[config.mk]
export PLATFORM = sky130hd
export DESIGN_NAME = wb_cmd_master
export DESIGN_NICKNAME = d
export VERILOG_FILES = /design/src/rtl/wb_cmd_master.sv
export SDC_FILE = /design/constraint.sdc
export NUM_CORES = 1
export LEC_CHECK = 0
export BUFFER_PORTS_ARGS = -buffer_cell sky130_fd_sc_hd__buf_2
export CAP_MARGIN = 20
export CORE_MARGIN = 2
export CORE_UTILIZATION = 25
export CTS_BUF_LIST = sky130_fd_sc_hd__clkbuf_16
export CTS_CLUSTER_SIZE = 24
export DETAILED_ROUTE_END_ITERATION = 7
export SYNTH_ARGS = -nofsm -noshare
export SYNTH_HDL_FRONTEND = slang
export SYNTH_SLANG_ARGS = --single-unit
export TNS_END_PERCENT = 10
[constraint.sdc]
create_clock -name WB_CLK -period 3.21 [get_ports WB_CLK]
set_clock_uncertainty 0.1 [all_clocks]
set_input_delay 0.963 -clock WB_CLK [delete_from_list [all_inputs] [get_ports WB_CLK]]
set_output_delay 0.963 -clock WB_CLK [all_outputs]
set_load 0.005 [all_outputs]
[src/rtl/wb_cmd_master.sv]
// Single-outstanding Wishbone command master: takes one command, runs one
// bus cycle (ack or timeout), then holds the response until it is taken.
module wb_cmd_master #(
  parameter int TIMEOUT_CYCLES = 255,
  parameter int ADDRWIDTH      = 17
) (
  input  logic                 WB_CLK,
  input  logic                 WB_RST,
  // command side
  input  logic                 cmd_valid,
  output logic                 cmd_ready,
  input  logic                 cmd_we,
  input  logic [ADDRWIDTH-1:0] cmd_adr,
  input  logic [3:0]           cmd_sel,
  input  logic [31:0]          cmd_dat,
  // response side
  output logic                 rsp_valid,
  input  logic                 rsp_ready,
  output logic [31:0]          rsp_dat,
  output logic                 rsp_err,
  // wishbone master side
  output logic [ADDRWIDTH-1:0] WBs_ADR,
  output logic                 WBs_CYC,
  output logic [3:0]           WBs_BYTE_STB,
  output logic                 WBs_WE,
  output logic                 WBs_RD,
  output logic                 WBs_STB,
  output logic [31:0]          WBs_WR_DAT,
  input  logic [31:0]          WBs_RD_DAT,
  input  logic                 WBs_ACK
);

  typedef enum logic [1:0] {IDLE, BUS, RESP} state_t;

  typedef struct packed {
    logic                 we;
    logic [ADDRWIDTH-1:0] adr;
    logic [3:0]           sel;
    logic [31:0]          dat;
  } req_t;

  // Wait counter value on the last permitted bus cycle.
  localparam logic [15:0] LAST_WAIT = 16'(TIMEOUT_CYCLES - 1);

  state_t      state_q, state_d;
  req_t        req_q;
  logic [15:0] wait_cnt;
  logic        in_bus;
  logic        timeout;

  assign in_bus  = (state_q == BUS);
  assign timeout = (wait_cnt == LAST_WAIT);

  // State register; reset wins over every transition.
  always_ff @(posedge WB_CLK) begin
    if (WB_RST) state_q <= IDLE;
    else        state_q <= state_d;
  end

  // Next state and handshake/bus outputs; bus outputs depend only on
  // registers so no cmd_* input reaches a WBs_* output combinationally.
  always_comb begin
    state_d      = state_q;
    cmd_ready    = 1'b0;
    rsp_valid    = 1'b0;
    WBs_CYC      = 1'b0;
    WBs_STB      = 1'b0;
    WBs_WE       = 1'b0;
    WBs_RD       = 1'b0;
    WBs_ADR      = '0;
    WBs_BYTE_STB = '0;
    WBs_WR_DAT   = '0;
    case (state_q)
      IDLE: begin
        cmd_ready = !WB_RST;
        if (cmd_valid) state_d = BUS;
      end
      BUS: begin
        WBs_CYC      = 1'b1;
        WBs_STB      = 1'b1;
        WBs_WE       = req_q.we;
        WBs_RD       = !req_q.we;
        WBs_ADR      = req_q.adr;
        WBs_BYTE_STB = req_q.sel;
        WBs_WR_DAT   = req_q.dat;
        if (WBs_ACK || timeout) state_d = RESP;
      end
      RESP: begin
        rsp_valid = 1'b1;
        if (rsp_ready) state_d = IDLE;
      end
      default: state_d = IDLE;
    endcase
  end

  // Command capture, wait counting and response capture. Ack beats a
  // timeout landing on the same edge; acks outside BUS are ignored.
  always_ff @(posedge WB_CLK) begin
    if (WB_RST) begin
      req_q    <= '0;
      wait_cnt <= '0;
      rsp_dat  <= '0;
      rsp_err  <= 1'b0;
    end else begin
      if (state_q == IDLE && cmd_valid) begin
        req_q    <= '{we: cmd_we, adr: cmd_adr, sel: cmd_sel, dat: cmd_dat};
        wait_cnt <= '0;
      end
      if (in_bus) begin
        if (WBs_ACK) begin
          rsp_dat <= req_q.we ? 32'h0 : WBs_RD_DAT;
          rsp_err <= 1'b0;
        end else if (timeout) begin
          rsp_dat <= 32'h0;
          rsp_err <= 1'b1;
        end else begin
          wait_cnt <= wait_cnt + 16'd1;
        end
      end
    end
  end

endmodule

==> results list, run 1 <==
- Net count after synthesis: 584
- Number of buffers inserted by hold repair at cts: 0
- After layout, the design draws a total of 0.002758 W.
* Worst slew pin tran: 0.5987 ns
- Floorplan die area: 17,810 µm²
- Via count of the first global-routing pass: 3,590
- Data required time at the worst endpoint: 2.15 ns
* End point of the worst hold path: req_q[2]$_SDFFE_PP0P_
* Flip-flop cell with the highest count after synthesis: sky130_fd_sc_hd__dfxtp_1
- TritonCTS built the clock tree.
- STA puts the critical path data arrival time at 1.69 ns.
- Last weighted congestion value of the routability-driven placer: 0.7788
- The synthesized netlist occupies a cell area of 4190 µm².
- Ratio of routed vias to standard cells: 4.491
- In the final design database the tool counted 745 nets.
- Share of async-settable or async-resettable flops after synthesis: 0%
- STA classifies the critical path endpoint as an output port.
- In this run the worst path has a maximum fanout of 41.
* Routed wire length per instance: 13.24 µm
- Reg2Reg Capture Point: rsp_dat[4]$_SDFFE_PP0P_
- Num CTS Buffers: 9
* CTS root buf: sky130_fd_sc_hd__clkbuf_16
* Number of port buffers: 182
- Chip Width: 133.5 µm
- With fillers left out, the area of the finished cells amounts to 5578 µm².
* Status: finished, final reports clean
* Num Clock Sinks: 105
* Die Ht: 133.5 µm
- Total Routed Length: 11,620 µm
* Final setup vio count: 0
* Part of the cycle the worst path needs: 85.71%
* Worst Reg-to-Reg Cells: 7
* Area share of the leading cell type in the synthesized netlist: 50.16%
- Residual DRC: 0
- For flop-to-flop paths, the worst setup slack is 1.04 ns.
- Hold Startpoint: req_q[2]$_SDFFE_PP0P_
* Peak Freq: 0.3635 GHz
- Summing all placed instances gives a cell area of 5295 µm².
* Synthesized instance count: 491
- Startpoint class of the critical path: flop
- The wire-length estimate of the detail-placed layout is 8036 µm.
- Leakage dissipation: 2.523 nW
- During synthesis, Yosys emitted a total of 0 warnings.
- Pwr per Cell Area: 494.4 nW/µm²
- Yosys instantiated no cell more often than sky130_fd_sc_hd__nand2_1.
* Final ANT Viol Nets: 0
- In this run, the number of DRC markers left after iteration 0 of detailed routing was 174.
* Cells on Worst Hold Path: 2
* Distinct cell type count after synthesis: 42
* Wire length of the first global-routing pass: 18,540 µm
- Counting flops with a built-in enable in the synthesized netlist gives 0.
- R2R Path Start: wait_cnt[0]$_SDFF_PP0_
* Clock transition at the register clock pins on the worst setup and hold paths after CTS: 0.07 ns
- Maximum VDD drop: 0.2881 mV
- Detailed routing inserted a total of 3,943 vias.
* Starting density of the core: 25.45%
* Core Util, Final: 33.88%
- Setup_tns: 0 ns
- Final min period: 2.751 ns
- Category of the critical setup timing path: reg2out
- Unrepaired setup endpoints after global routing: false
* Worst Hold Class: reg2reg
- First-pass detailed-route iteration total: 6
- Antenna violations before repair: 2
- Mapped Avg Cell Area: 8.534 µm²
* Quantity of gates resized following cts: 0
* Boundary Pins: 183
- Skew-Pair Late Insertion Delay: 0.35 ns
* Top cells by count, synth: sky130_fd_sc_hd__nand2_1 (116), sky130_fd_sc_hd__dfxtp_1 (105), sky130_fd_sc_hd__a21oi_1 (67), sky130_fd_sc_hd__and2_1 (55), sky130_fd_sc_hd__a22o_1 (32)
* Core outline area: 16,470 µm²
- Final hold vios: 0
- The H-tree was split into 3 levels.
- The synthesized design spends more area on one cell type than any other, namely sky130_fd_sc_hd__dfxtp_1.
- Counting flops and latches in the post-synthesis netlist gives 105.
- Entering global routing, the biggest net connects 56 pins.
- Layout cells sized above 1: 32.72%
* Final count of pins violating max slew: 0
* Area growth syn-to-layout: 33.11%
- Overflow left after global routing: 0
- Once the clock tree was built, the setup fixing pass inserted 0 buffers.
- Overall fraction of global-route tracks in use: 13.08%
- The clock passes through at most 2 buffers.
* Placement row count: 47
- Part of the Yosys area used for sequential elements: 50.16%
* Cell types occupying the most area after synthesis: sky130_fd_sc_hd__dfxtp_1 (50%), sky130_fd_sc_hd__nand2_1 (10%), sky130_fd_sc_hd__and2_1 (8.2%), sky130_fd_sc_hd__a21oi_1 (8.0%), sky130_fd_sc_hd__a22o_1 (6.7%)
- Max-Cap Viols: 0
- Worst-case headroom to the max-slew limit: 60.09%
* Worst-case hold slack: 0.3500 ns
## per-layer routing
layer	track usage [%]	routed length [µm]
met5	0	0
met2	20.36	5048
met4	4.374	181
met3	5.556	1035
met1	16.33	5357
## through the flow
stage | instances | worst slack (ns)
floorplan | 491 | 0.5241
global placement | 861 | 0.6631
detailed placement | 861 | 0.6381
CTS | 877 | 0.4043
global route | 877 | 0.3227
finish | 878 | 0.4587
## sequential cells by signal, summed over array words and instances (netlist names)
signal,flops
state_q,2
req_q,54
rsp_err,1
rsp_dat,32
wait_cnt,16
## power by group
| group | internal (W) | total [W] | switching [W] |
|---|---|---|---|
| Clock | 0.000533 | 0.00105 | 0.000521 |
| Sequential | 0.00137 | 0.00140 | 0.0000334 |
| Combinational | 0.000135 | 0.000303 | 0.000168 |
| Total | 0.00204 | 0.00276 | 0.000722 |
## cells by family (layout without fill, tap and decap cells)
logic type | after synthesis | in the layout | share of synthesized area (%)
AO/OA/AOI/OAI | 118 | 118 | 17.95
XOR/XNOR | 1 | 1 | 0.2091
adder cells (fa/ha/maj) | 2 | 2 | 0.5971
buffers and inverters | 42 | 208 | 4.359
flip-flops | 105 | 105 | 50.16
other | 0 | 1 | 0
AND/OR/NAND/NOR | 223 | 223 | 26.72
## how the worst max path moves through the flow
| stage | startpoint | end | slack [ns] | depth (start not counted) |
|---|---|---|---|---|
| floorplan | WB_RST | cmd_ready | 0.52 | 3 |
| global placement | WBs_ACK | wait_cnt[7]$_SDFF_PP0_ | 0.66 | 5 |
| detailed placement | WBs_ACK | wait_cnt[7]$_SDFF_PP0_ | 0.64 | 5 |
| CTS | state_q[0]$_SDFFE_PP0P_ | WBs_WR_DAT[3] | 0.40 | 4 |
| global route | state_q[0]$_SDFFE_PP0P_ | WBs_ADR[1] | 0.32 | 4 |
| finish | state_q[0]$_SDFFE_PP0P_ | WBs_ADR[1] | 0.46 | 4 |
## cells in the final DEF (no fill, tap or decap), types with 6 or more instances in the layout
master / Yosys / final
sky130_fd_sc_hd__a22o_1: 32 / 32
sky130_fd_sc_hd__clkbuf_16: 0 / 9
sky130_fd_sc_hd__or4_1: 7 / 7
sky130_fd_sc_hd__a21oi_1: 67 / 67
sky130_fd_sc_hd__nand2_1: 116 / 115
sky130_fd_sc_hd__dfxtp_1: 105 / 105
sky130_fd_sc_hd__and2_1: 55 / 55
sky130_fd_sc_hd__buf_2: 7 / 182
sky130_fd_sc_hd__buf_4: 2 / 7
sky130_fd_sc_hd__nor2_1: 6 / 6
## cell type report
cell class                 instances  area (µm²)
clock buffer                       9       225.2
timing repair buffer             190       983.4
antenna                            1       2.502
sequential                       105        2102
clock inverter                     7       55.05
multi-input combinational        344        1927
fill                            1751       10890
tap                              220       275.3
inverter                           2       7.507
## critical path, stage by stage, from the launching register on
cell                      delay [ns]
sky130_fd_sc_hd__dfxtp_1        0.49
sky130_fd_sc_hd__nor2b_4        0.21
sky130_fd_sc_hd__buf_4          0.32
sky130_fd_sc_hd__and2_1         0.19
sky130_fd_sc_hd__buf_2          0.11
Power figures use the tool's default switching activity.
==> run 2, diff against run 1 <==
--- a/config.mk
+++ b/config.mk
@@ -12,6 +12,7 @@
 export CTS_BUF_LIST = sky130_fd_sc_hd__clkbuf_16
 export CTS_CLUSTER_SIZE = 24
 export DETAILED_ROUTE_END_ITERATION = 7
+export REMOVE_ABC_BUFFERS = 1
 export SYNTH_ARGS = -nofsm -noshare
 export SYNTH_HDL_FRONTEND = slang
 export SYNTH_SLANG_ARGS = --single-unit
==> run 2 against run 1 <==
Compared with the run above: clock power up 9%; fmax up 2.0%; critical endpoint is now WBs_WR_DAT[13]; hold slack worse by 0.0016 ns; sequential power about the same; flip-flop and latch count unchanged; global-route usage down 0.52 points; first-iteration DRC count down 11%; power up 2.8%.
==> results list, run 2 (synthesis gave the netlist of run 1 again) <==
- The floorplan core area was 16,470 µm² (unchanged).
- The total number of nets in the final design came to 744 (-0.13%).
* R2R Path Start: wait_cnt[10]$_SDFF_PP0_
- Overflow left after global routing: 0 (unchanged)
* Placement row count: 47 (unchanged)
- The clock transition at the registers of the reported paths came to 0.07 ns (about the same).
- The number of fill cells in the layout was 1,770 (+1.1%).
- The first-pass iteration count of the detailed router was 4 (-2).
- Max Root-Sink Buffers: 2 (unchanged)
* CP endpoint kind: output port
- Final hold vios: 0 (unchanged)
* CTS root buf: sky130_fd_sc_hd__clkbuf_16
- Last weighted congestion value of the routability-driven placer: 0.7556 (-3.0%)
* Clock tree from TritonCTS: built
- The number of instances resized during post-cts repair was 0 (unchanged).
- In the final layout, the registers with the most flip-flops are req_q (54), rsp_dat (32), wait_cnt (16).
* Residual DRC: 0 (unchanged)
- DRC marker count from the first detailed-route iteration: 154 (-11%)
- The detail-routed via count per cell is 4.447 (-0.98%).
* Layout cells sized above 1: 32.77% (+0.050 points)
- Final count of pins violating max slew: 0 (unchanged)
* Unrepaired setup endpoints after global routing: false
- The critical path starts at state_q[0]$_SDFFE_PP0P_.
- The H-tree depth reported by CTS was 3 (unchanged).
- Setup crit end: WBs_WR_DAT[13]
- Final ANT Viol Nets: 0 (unchanged)
- Worst-case hold slack: 0.3484 ns (-0.001579 ns)
- The die height is 133.5 µm (unchanged).
- The number of input and output port buffers inserted was 182 (unchanged).
* Register bank with the most flops: req_q
- The cell leakage power came to 2.539 nW (+0.61%).
* Commonest non-fill, non-tap cell in the layout: sky130_fd_sc_hd__buf_2
* Startpoint class of the critical path: flop
* Boundary Pins: 183 (unchanged)
- Number of setup buffers added after CTS: 0 (unchanged)
- The data arrival time of the worst path came to 1.63 ns (-0.06 ns).
* Data required time at the worst endpoint: 2.15 ns (about the same)
- The number of global-route vias before repair is 3,612 (+0.61%).
- Routed wire length per instance: 12.80 µm (-3.3%)
* Area taken by multi-input logic gates: 1927 µm² (unchanged)
- Reg area: 2102 µm² (unchanged)
- Category of the critical setup timing path: reg2out
* Wire length of the first global-routing pass: 17,970 µm (-3.1%)
- Starting density of the core: 25.45% (unchanged)
- The power density relative to cell area was 506.5 nW/µm² (+2.4%).
- Skew-Pair Late Insertion Delay: 0.35 ns (about the same)
* Final setup margin: 0.5127 ns (+0.05395 ns)
* Number of buffers inserted by hold repair at cts: 0 (unchanged)
- The HPWL after detailed placement came to 7720 µm (-3.9%).
- The transition time of the tightest slew-check pin was 0.5822 ns (-0.01644 ns).
- In the layout the commonest cells are sky130_fd_sc_hd__buf_2 (182), sky130_fd_sc_hd__nand2_1 (115), sky130_fd_sc_hd__dfxtp_1 (105).
- Number of flip-flops under the largest register name: 54 (unchanged)
* Reg2Reg Capture Point: rsp_dat[16]$_SDFFE_PP0P_
- The final wirelength is 11,260 µm (-3.2%).
- From synthesis to final layout, the design area changed by 33.59%.
- Post-Place Setup Slack: 0.5939 ns (-0.04418 ns)
* Setup_tns: 0 ns (unchanged)
- The largest vdd supply drop is 0.2248 mV (-22%).
* Cell Area, Placed: 5288 µm² (-0.14%)
- Peak Freq: 0.3707 GHz (+2.0%)
* Status: finished, final reports clean
- Worst Hold Class: reg2reg
- Part of the cycle the worst path needs: 84.03% (-1.7 points)
- The die outline width came to 133.5 µm (unchanged).
- The total clock buffers created by CTS came to 9 (unchanged).
* Pin count of the biggest net entering global routing: 56 (unchanged)
- The relative max-transition margin was 61.18% (+1.1 points).
- The number of cells on the worst reg-to-reg path was 5 (-2).
- The full die area was 17,810 µm² (unchanged).
- Overall fraction of global-route tracks in use: 12.56% (-0.52 points)
* Final std cell area, no fill: 5598 µm² (+0.36%)
- The minimum period implied by the final worst setup slack is 2.697 ns (-0.05396 ns).
- Reg2reg setup slack: 1.04 ns (about the same)
- The final number of setup-violating endpoints was 0 (unchanged).
- The total via count after detailed routing is 3,909 (-0.86%).
- Antenna violations before repair: 4 (+2)
* Top fanout value on the critical path: 38 (-7.3%)
- The number of clock sinks seen by CTS came to 105 (unchanged).
- Max-Cap Viols: 0 (unchanged)
[run 2: where the power goes]
| part | switching [W] | internal, W |
|---|---|---|
| logic | 0.000166 | 0.000134 |
| clock network | 0.000522 | 0.000614 |
| registers | 0.0000323 | 0.00137 |
[run 2: how the worst min path moves through the flow]
stage | start | endpoint | slack, ns | depth (start not counted)
6_report | req_q[48]$_SDFFE_PP0P_ | req_q[48]$_SDFFE_PP0P_ | 0.35 | 2
5_1_grt | req_q[49]$_SDFFE_PP0P_ | req_q[49]$_SDFFE_PP0P_ | 0.37 | 2
4_1_cts | req_q[48]$_SDFFE_PP0P_ | req_q[48]$_SDFFE_PP0P_ | 0.35 | 2
3_5_place_dp | req_q[48]$_SDFFE_PP0P_ | req_q[48]$_SDFFE_PP0P_ | 0.34 | 2
3_3_place_gp | req_q[14]$_SDFFE_PP0P_ | req_q[14]$_SDFFE_PP0P_ | 0.34 | 2
2_1_floorplan | req_q[0]$_SDFFE_PP0P_ | req_q[0]$_SDFFE_PP0P_ | 0.33 | 2
[run 2: stage by stage]
step | utilization (%) | std cells | power [W]
final | 34.00 | 879 | 0.002835
after global routing | 33.97 | 877 | 0.002984
after CTS | 33.95 | 876 | 0.002892
after detailed placement | 32.11 | 860 | 0.001736
after global placement | 32.11 | 860 | 0.001733
after floorplan | - | 451 | 0.001566
[run 2: worst max-delay path, stage by stage, from the launching register on]
cell and delay, ns:
sky130_fd_sc_hd__dfxtp_1 0.46, sky130_fd_sc_hd__nor2b_4 0.20, sky130_fd_sc_hd__buf_4 0.30, sky130_fd_sc_hd__and2_1 0.20, sky130_fd_sc_hd__buf_2 0.11
[run 2: final cells by class]
cell class,count,area share (%)
clock inverter,7,1.386
inverter,2,0.1341
sequential,105,37.55
timing repair buffer,189,17.43
antenna,3,0.1341
multi-input combinational,344,34.42
clock buffer,9,4.023
tap,220,4.917
[run 2: routing by layer]
layer  global-route usage [%]  vias to the layer above  share of wire [%]
li1                         -                     1993                  -
met1                    15.45                     1747                 44
met2                    19.99                      157                 45
met3                    5.175                       10                9.3
met4                    4.137                        2                1.1
met5                        0                        -               0.12
